File: src/rtl/mux_serializer_16.sv
// mux_serializer_16: parallel-to-serial front end for a 16:1 bit-select mux.
// Captures a word via valid/ready, holds it on mux_data and walks mux_sel
// one beat per ser_valid/ser_ready handshake. The mux output bit (mux_bit)
// is forwarded as ser_data.
// Optional feature: define SERIAL_PARITY_EN to append an even-parity beat.
module mux_serializer_16 #(
  parameter int unsigned LSB_FIRST = 1
) (
  input  logic        clk,
  input  logic        rst_n,
  input  logic [15:0] load_data,
  input  logic        load_valid,
  output logic        load_ready,
  output logic [15:0] mux_data,
  output logic [3:0]  mux_sel,
  input  logic        mux_bit,
  output logic        ser_data,
  output logic        ser_valid,
  output logic        ser_last,
  input  logic        ser_ready
);

  localparam logic [3:0] START_IDX = (LSB_FIRST != 0) ? 4'd0  : 4'd15;
  localparam logic [3:0] END_IDX   = (LSB_FIRST != 0) ? 4'd15 : 4'd0;

`ifdef SERIAL_PARITY_EN
  typedef enum logic [1:0] {IDLE, SHIFT, PARITY} state_t;
  logic parity_q;
`else
  typedef enum logic {IDLE, SHIFT} state_t;
`endif

  state_t state_q, state_d;
  logic   sel_at_end;
  logic   load_fire;

  assign sel_at_end = (mux_sel == END_IDX);

  // Output decode and next-state logic; outputs depend on registers only,
  // except load_ready which also looks at ser_ready on the final beat.
  always_comb begin
    ser_valid = 1'b0;
    ser_data  = 1'b0;
    ser_last  = 1'b0;
    state_d   = state_q;
    case (state_q)
      IDLE: begin
      end
      SHIFT: begin
        ser_valid = 1'b1;
        ser_data  = mux_bit;
`ifdef SERIAL_PARITY_EN
        ser_last  = 1'b0;
`else
        ser_last  = sel_at_end;
`endif
      end
`ifdef SERIAL_PARITY_EN
      PARITY: begin
        ser_valid = 1'b1;
        ser_data  = parity_q;
        ser_last  = 1'b1;
      end
`endif
      default: begin
      end
    endcase

    load_ready = (state_q == IDLE) || (ser_last && ser_ready);
    load_fire  = load_valid && load_ready;

    case (state_q)
      IDLE: begin
        if (load_fire) state_d = SHIFT;
      end
      SHIFT: begin
        if (ser_ready && sel_at_end) begin
`ifdef SERIAL_PARITY_EN
          state_d = PARITY;
`else
          state_d = load_fire ? SHIFT : IDLE;
`endif
        end
      end
`ifdef SERIAL_PARITY_EN
      PARITY: begin
        if (ser_ready) state_d = load_fire ? SHIFT : IDLE;
      end
`endif
      default: state_d = IDLE;
    endcase
  end

  // State register.
  always_ff @(posedge clk or negedge rst_n) begin
    if (!rst_n) state_q <= IDLE;
    else        state_q <= state_d;
  end

  // Word and select registers: a load takes precedence, otherwise the
  // select steps on every data-beat handshake except the final one.
  always_ff @(posedge clk or negedge rst_n) begin
    if (!rst_n) begin
      mux_data <= '0;
      mux_sel  <= '0;
    end else if (load_fire) begin
      mux_data <= load_data;
      mux_sel  <= START_IDX;
    end else if (state_q == SHIFT && ser_ready && !sel_at_end) begin
      if (LSB_FIRST != 0) mux_sel <= mux_sel + 4'd1;
      else                mux_sel <= mux_sel - 4'd1;
    end
  end

`ifdef SERIAL_PARITY_EN
  // Even-parity accumulator over the data beats of the current word.
  always_ff @(posedge clk or negedge rst_n) begin
    if (!rst_n) begin
      parity_q <= 1'b0;
    end else if (load_fire) begin
      parity_q <= 1'b0;
    end else if (state_q == SHIFT && ser_ready) begin
      parity_q <= parity_q ^ mux_bit;
    end
  end
`endif

endmodule

File: config.mk
export PLATFORM = sky130hd
export DESIGN_NAME = mux_serializer_16
export DESIGN_NICKNAME = d
export VERILOG_FILES = /design/src/rtl/mux_serializer_16.sv
export SDC_FILE = /design/constraint.sdc
export NUM_CORES = 1
export LEC_CHECK = 0
export ABC_AREA = 1
export BUFFER_PORTS_ARGS = -buffer_cell sky130_fd_sc_hd__buf_2
export CORE_ASPECT_RATIO = 0.75
export CORE_MARGIN = 2
export CORE_UTILIZATION = 45
export DETAILED_ROUTE_END_ITERATION = 7
export PLACE_DENSITY = 0.87
export SYNTH_ARGS = -nofsm -noshare
export SYNTH_HDL_FRONTEND = slang
export SYNTH_SLANG_ARGS = --single-unit
File: constraint.sdc
create_clock -name clk -period 1.5 [get_ports clk]
set_clock_uncertainty 0.15 [all_clocks]
set_input_delay 0.225 -clock clk [delete_from_list [all_inputs] [get_ports clk]]
set_output_delay 0.225 -clock clk [all_outputs]
set_load 0.01 [all_outputs]
# After elaboration in Yosys (flattened, before gate mapping)
# Index checks and enable logic that the tools add are counted.
# classes
addsub,1
n_eq_ne,1
n_mux,8
bitwise_logic,1
n_reduce_logical,8
# ops
operator,count
2-to-1 mux 4 bit,2
logical AND 1 bit,5
2-to-1 mux 1 bit,5
"adder 4 x 1 -> 4 bit, second input constant",1
"equality test 4 bit, second input constant",1
one-hot mux 1 bit (2 select lines),1
nonzero test 2 bit,1
logical NOT 1 bit,1
logical OR 1 bit,1
inverter 1 bit,1
# totals
ff_bits,21
in_bits,21
out_inout_bits,24
elab_cells,22

# Longest topological paths before layout
# logic_depth
word_depth,8
ltp_mapped,8
depth_no_buf,8

# Worst setup path before layout
# OpenSTA, ideal clock, no wires.
# synth_path
path_type,register to register
startpoint,register mux_sel[0]
endpoint,register mux_data[10]
setup_time_ns,0.117
arrival_ns,1.172
t_required_ns,1.233
setup_slack_ns,0.061
path_stages_with_launch,8
path_buffers,1
period_less_slack_ns,1.439
path_cell_list,dfrtp_1 > ha_1 > nand4_2 > nand2_4 > nand2_4 > buf_6 > nand2_1 > nand2_1
# synth_between
elab_chain_cells,5
# synth_lines
element,line,rtl
"start, declared",15,"output logic [3:0] mux_sel,"
"start signal, assigned",110,if (LSB_FIRST != 0) mux_sel <= mux_sel + 4'd1;
"start signal, assigned",111,else mux_sel <= mux_sel - 4'd1;
equality test 4 bit,37,assign sel_at_end = (mux_sel == END_IDX);
2-to-1 mux 1 bit,46,case (state_q)
logical AND 1 bit,69,load_ready = (state_q == IDLE) || (ser_last && ser_ready);
logical OR 1 bit,69,
logical AND 1 bit,70,load_fire = load_valid && load_ready;
"end signal, assigned",107,mux_data <= load_data;
"end, declared",14,"output logic [15:0] mux_data,"
# Every way passes these cells.
# A chain may end at the register's enable or synchronous reset.

# Worst setup path after layout
# layout_path
startpoint,register mux_sel[0]
endpoint,register mux_data[7]
# Same word-level chain as after synthesis.

==> summary.txt <==
most common cell after layout, fill and taps aside - buf_2
max incr delay on CP - 0.44 ns
critical path required time - 1.56 ns
Cells after DPL - 176
failing checks - negative setup slack
Routed Antenna Nets - 0
crit path cell chain - ha_4, nand4_4, nand2_4, buf_4, buf_12, clkbuf_16, nand3_1, nand2_1
WL met3 - 162 um
initial antenna violation count - 0
status - complete, but fails checks
setup TNS - -1.966 ns
CTS H-Tree Depth - 1
pwr/cell area - 1662 nW/um^2
DRT Pass-1 Iters - 4
GRT Overall Usage - 20.84%
Yosys cell types - 13
CTS root buf - clkbuf_4
Starting DRT DRC Count - 23
most frequent cells in the layout - buf_2, nand2_1, dfrtp_1
DR vias - 984
Setup crit end kind - register
crit-path leading delay family - buffers and inverters
Initial Util - 47.74%
final hold violation count - 0
post-DP HPWL - 1517 um
final non-filler cell total - 200
Peak VDD IR - 0.001149 V
Critical Path Start Type - register
synthesized netlist cell count - 111
headroom to the max-slew limit - 69.08%
die area - 2507 um^2
mean routed wirelength per cell - 13.14 um
core area - 1997 um^2
Rows - 14
Die H - 43.87 um
clock latency on the worst-skew pair - 0.30 ns
pin count of the biggest net entering global routing - 22
Crit Path Class - reg -> reg
final setup vio count - 22
RSZ-0062 raised after global routing - yes
DR top layer - met4
Leakage - 0.8453 nW
synthesis-to-layout area growth - 59.58%
Ports - 45
register bit total from synthesis - 21
Worst path slowest cell - dfrtp_1
cts bufs inserted - 3
CTS tree - built
Max Buffers Root-to-Sink - 2
synthesized net count - 133
Via density - 4.920
min-delay worst type - in -> reg
Final WS setup - -0.1179 ns
Layout Nets - 199
worst slew pin tran - 0.4638 ns
Sink Count - 21
post-synthesis sequential area ratio - 55.12%
share of cells above drive strength 1 - 39.77%
# diodes - 0
# DRC - 0
global-route wire length before repair - 3946 um
GP Congestion - 0.7426
Syn Std Cell Area - 953.4 um^2
Fillers - 139
Yosys warning count - 0
Final Max Slew Viols - 0
GR Overflow Total - 0
die width - 57.15 um
fmax - 0.6181 GHz
vias in the first global route - 900
Mapped Avg Cell Area - 8.589 um^2
max cap viols - 0
minimum clock period - 1.618 ns
clock-pin slew on the worst setup and hold paths - 0.13 ns
met1 wire length - 1090 um
crit path buf inv count - 3
crit-path max FO - 6
final WL - 2628 um
Port Buffers - 44
Tcrit/Tclk final - 107.9%
metal2 WL - 1330 um
Worst Path Arrival - 1.68 ns
[cell usage after synthesis]
cell type | number | share of area [%]
inv_1 | 9 | 3.5
nand3_1 | 18 | 9.4
nand2_2 | 1 | 0.66
nand2_4 | 2 | 2.4
buf_2 | 2 | 1.0
ha_1 | 1 | 1.3
xor2_1 | 1 | 0.92
nand4_1 | 1 | 0.66
nand4_2 | 1 | 1.3
nand2_1 | 43 | 17
nor2_1 | 8 | 3.1
dfrtp_1 | 21 | 55
buf_6 | 3 | 3.5
[worst paths after layout]
path | to | from | depth (start not counted) | slack (ns)
min in group asynchronous | mux_data[7]$_DFFE_PN0P_ | rst_n | 2 | 0.23
setup reg to reg | mux_data[7]$_DFFE_PN0P_ | mux_sel[0]$_DFFE_PN0P_ | 8 | -0.12
max in group asynchronous | state_q$_DFF_PN0_ | rst_n | 2 | 0.65
hold / removal | mux_data[14]$_DFFE_PN0P_ | load_data[14] | 3 | 0.007
setup / recovery | mux_data[7]$_DFFE_PN0P_ | mux_sel[0]$_DFFE_PN0P_ | 8 | -0.12
hold reg to reg | mux_data[2]$_DFFE_PN0P_ | mux_data[2]$_DFFE_PN0P_ | 2 | 0.34
[flip-flops by register name, indices dropped and copies added (netlist names)]
signal and cells:
state_q 1, mux_sel 4, mux_data 16
[per-layer routing]
metal	vias to the layer above	track usage (%)
met5	-	0
met4	0	4.186
met3	6	6.269
met2	40	37.01
met1	460	25.58
li1	478	-
[report_power, final]
part	internal [mW]	switching (mW)	leakage [nW]
combinational	0.576	0.644	0.575
sequential	0.820	0.209	0.256
clock	0.101	0.179	0.0139
[area by class of cell]
| class | instances | area [um^2] | area share (%) |
|---|---|---|---|
| Clock buffer | 3 | 22.52 | 1.480 |
| Clock inverter | 1 | 7.507 | 0.4934 |
| Inverter | 9 | 33.78 | 2.220 |
| Multi-Input combinational cell | 77 | 430.4 | 28.29 |
| Sequential cell | 21 | 525.5 | 34.54 |
| Tap cell | 24 | 30.03 | 1.974 |
| Timing Repair Buffer | 65 | 471.7 | 31.00 |
[per-stage QoR]
stage	setup slack [ns]	power [mW]	hold slack (ns)	cell area [um^2]	util, %
2_1_floorplan	0.06130	1.527	-0.2206	953.4	-
3_3_place_gp	0.1057	1.889	0.04727	1175	58.83
3_5_place_dp	0.03684	1.929	0.06174	1175	58.83
4_1_cts	-0.1176	2.366	0.0007718	1400	70.11
5_1_grt	-0.1735	2.724	0.01620	1521	76.19
6_report	-0.1179	2.528	0.006933	1521	76.19
[logic make-up after synthesis]
group / Yosys count / synth area share [%]
AND/OR/NAND/NOR: 74 / 34.51
flip-flops: 21 / 55.12
buffers and inverters: 14 / 8.136
XOR/XNOR: 1 / 0.9188
adder cells (fa/ha/maj): 1 / 1.312
[repair_timing]
item,in CTS,in global routing
pin swaps,4,5
gates cloned,0,3
gates resized for setup,8,12
setup endpoints to repair,3,22
setup buffers,3,1
endpoints found under the hold margin,32,1
hold buffers,12,1
[worst min-delay path: cells and delay by family]
kind / cells / cell delay, ns
and+or+nand+nor: 2 / 0.13
buffers and inverters: 1 / 0.08
(Power assumes the default switching activity.)
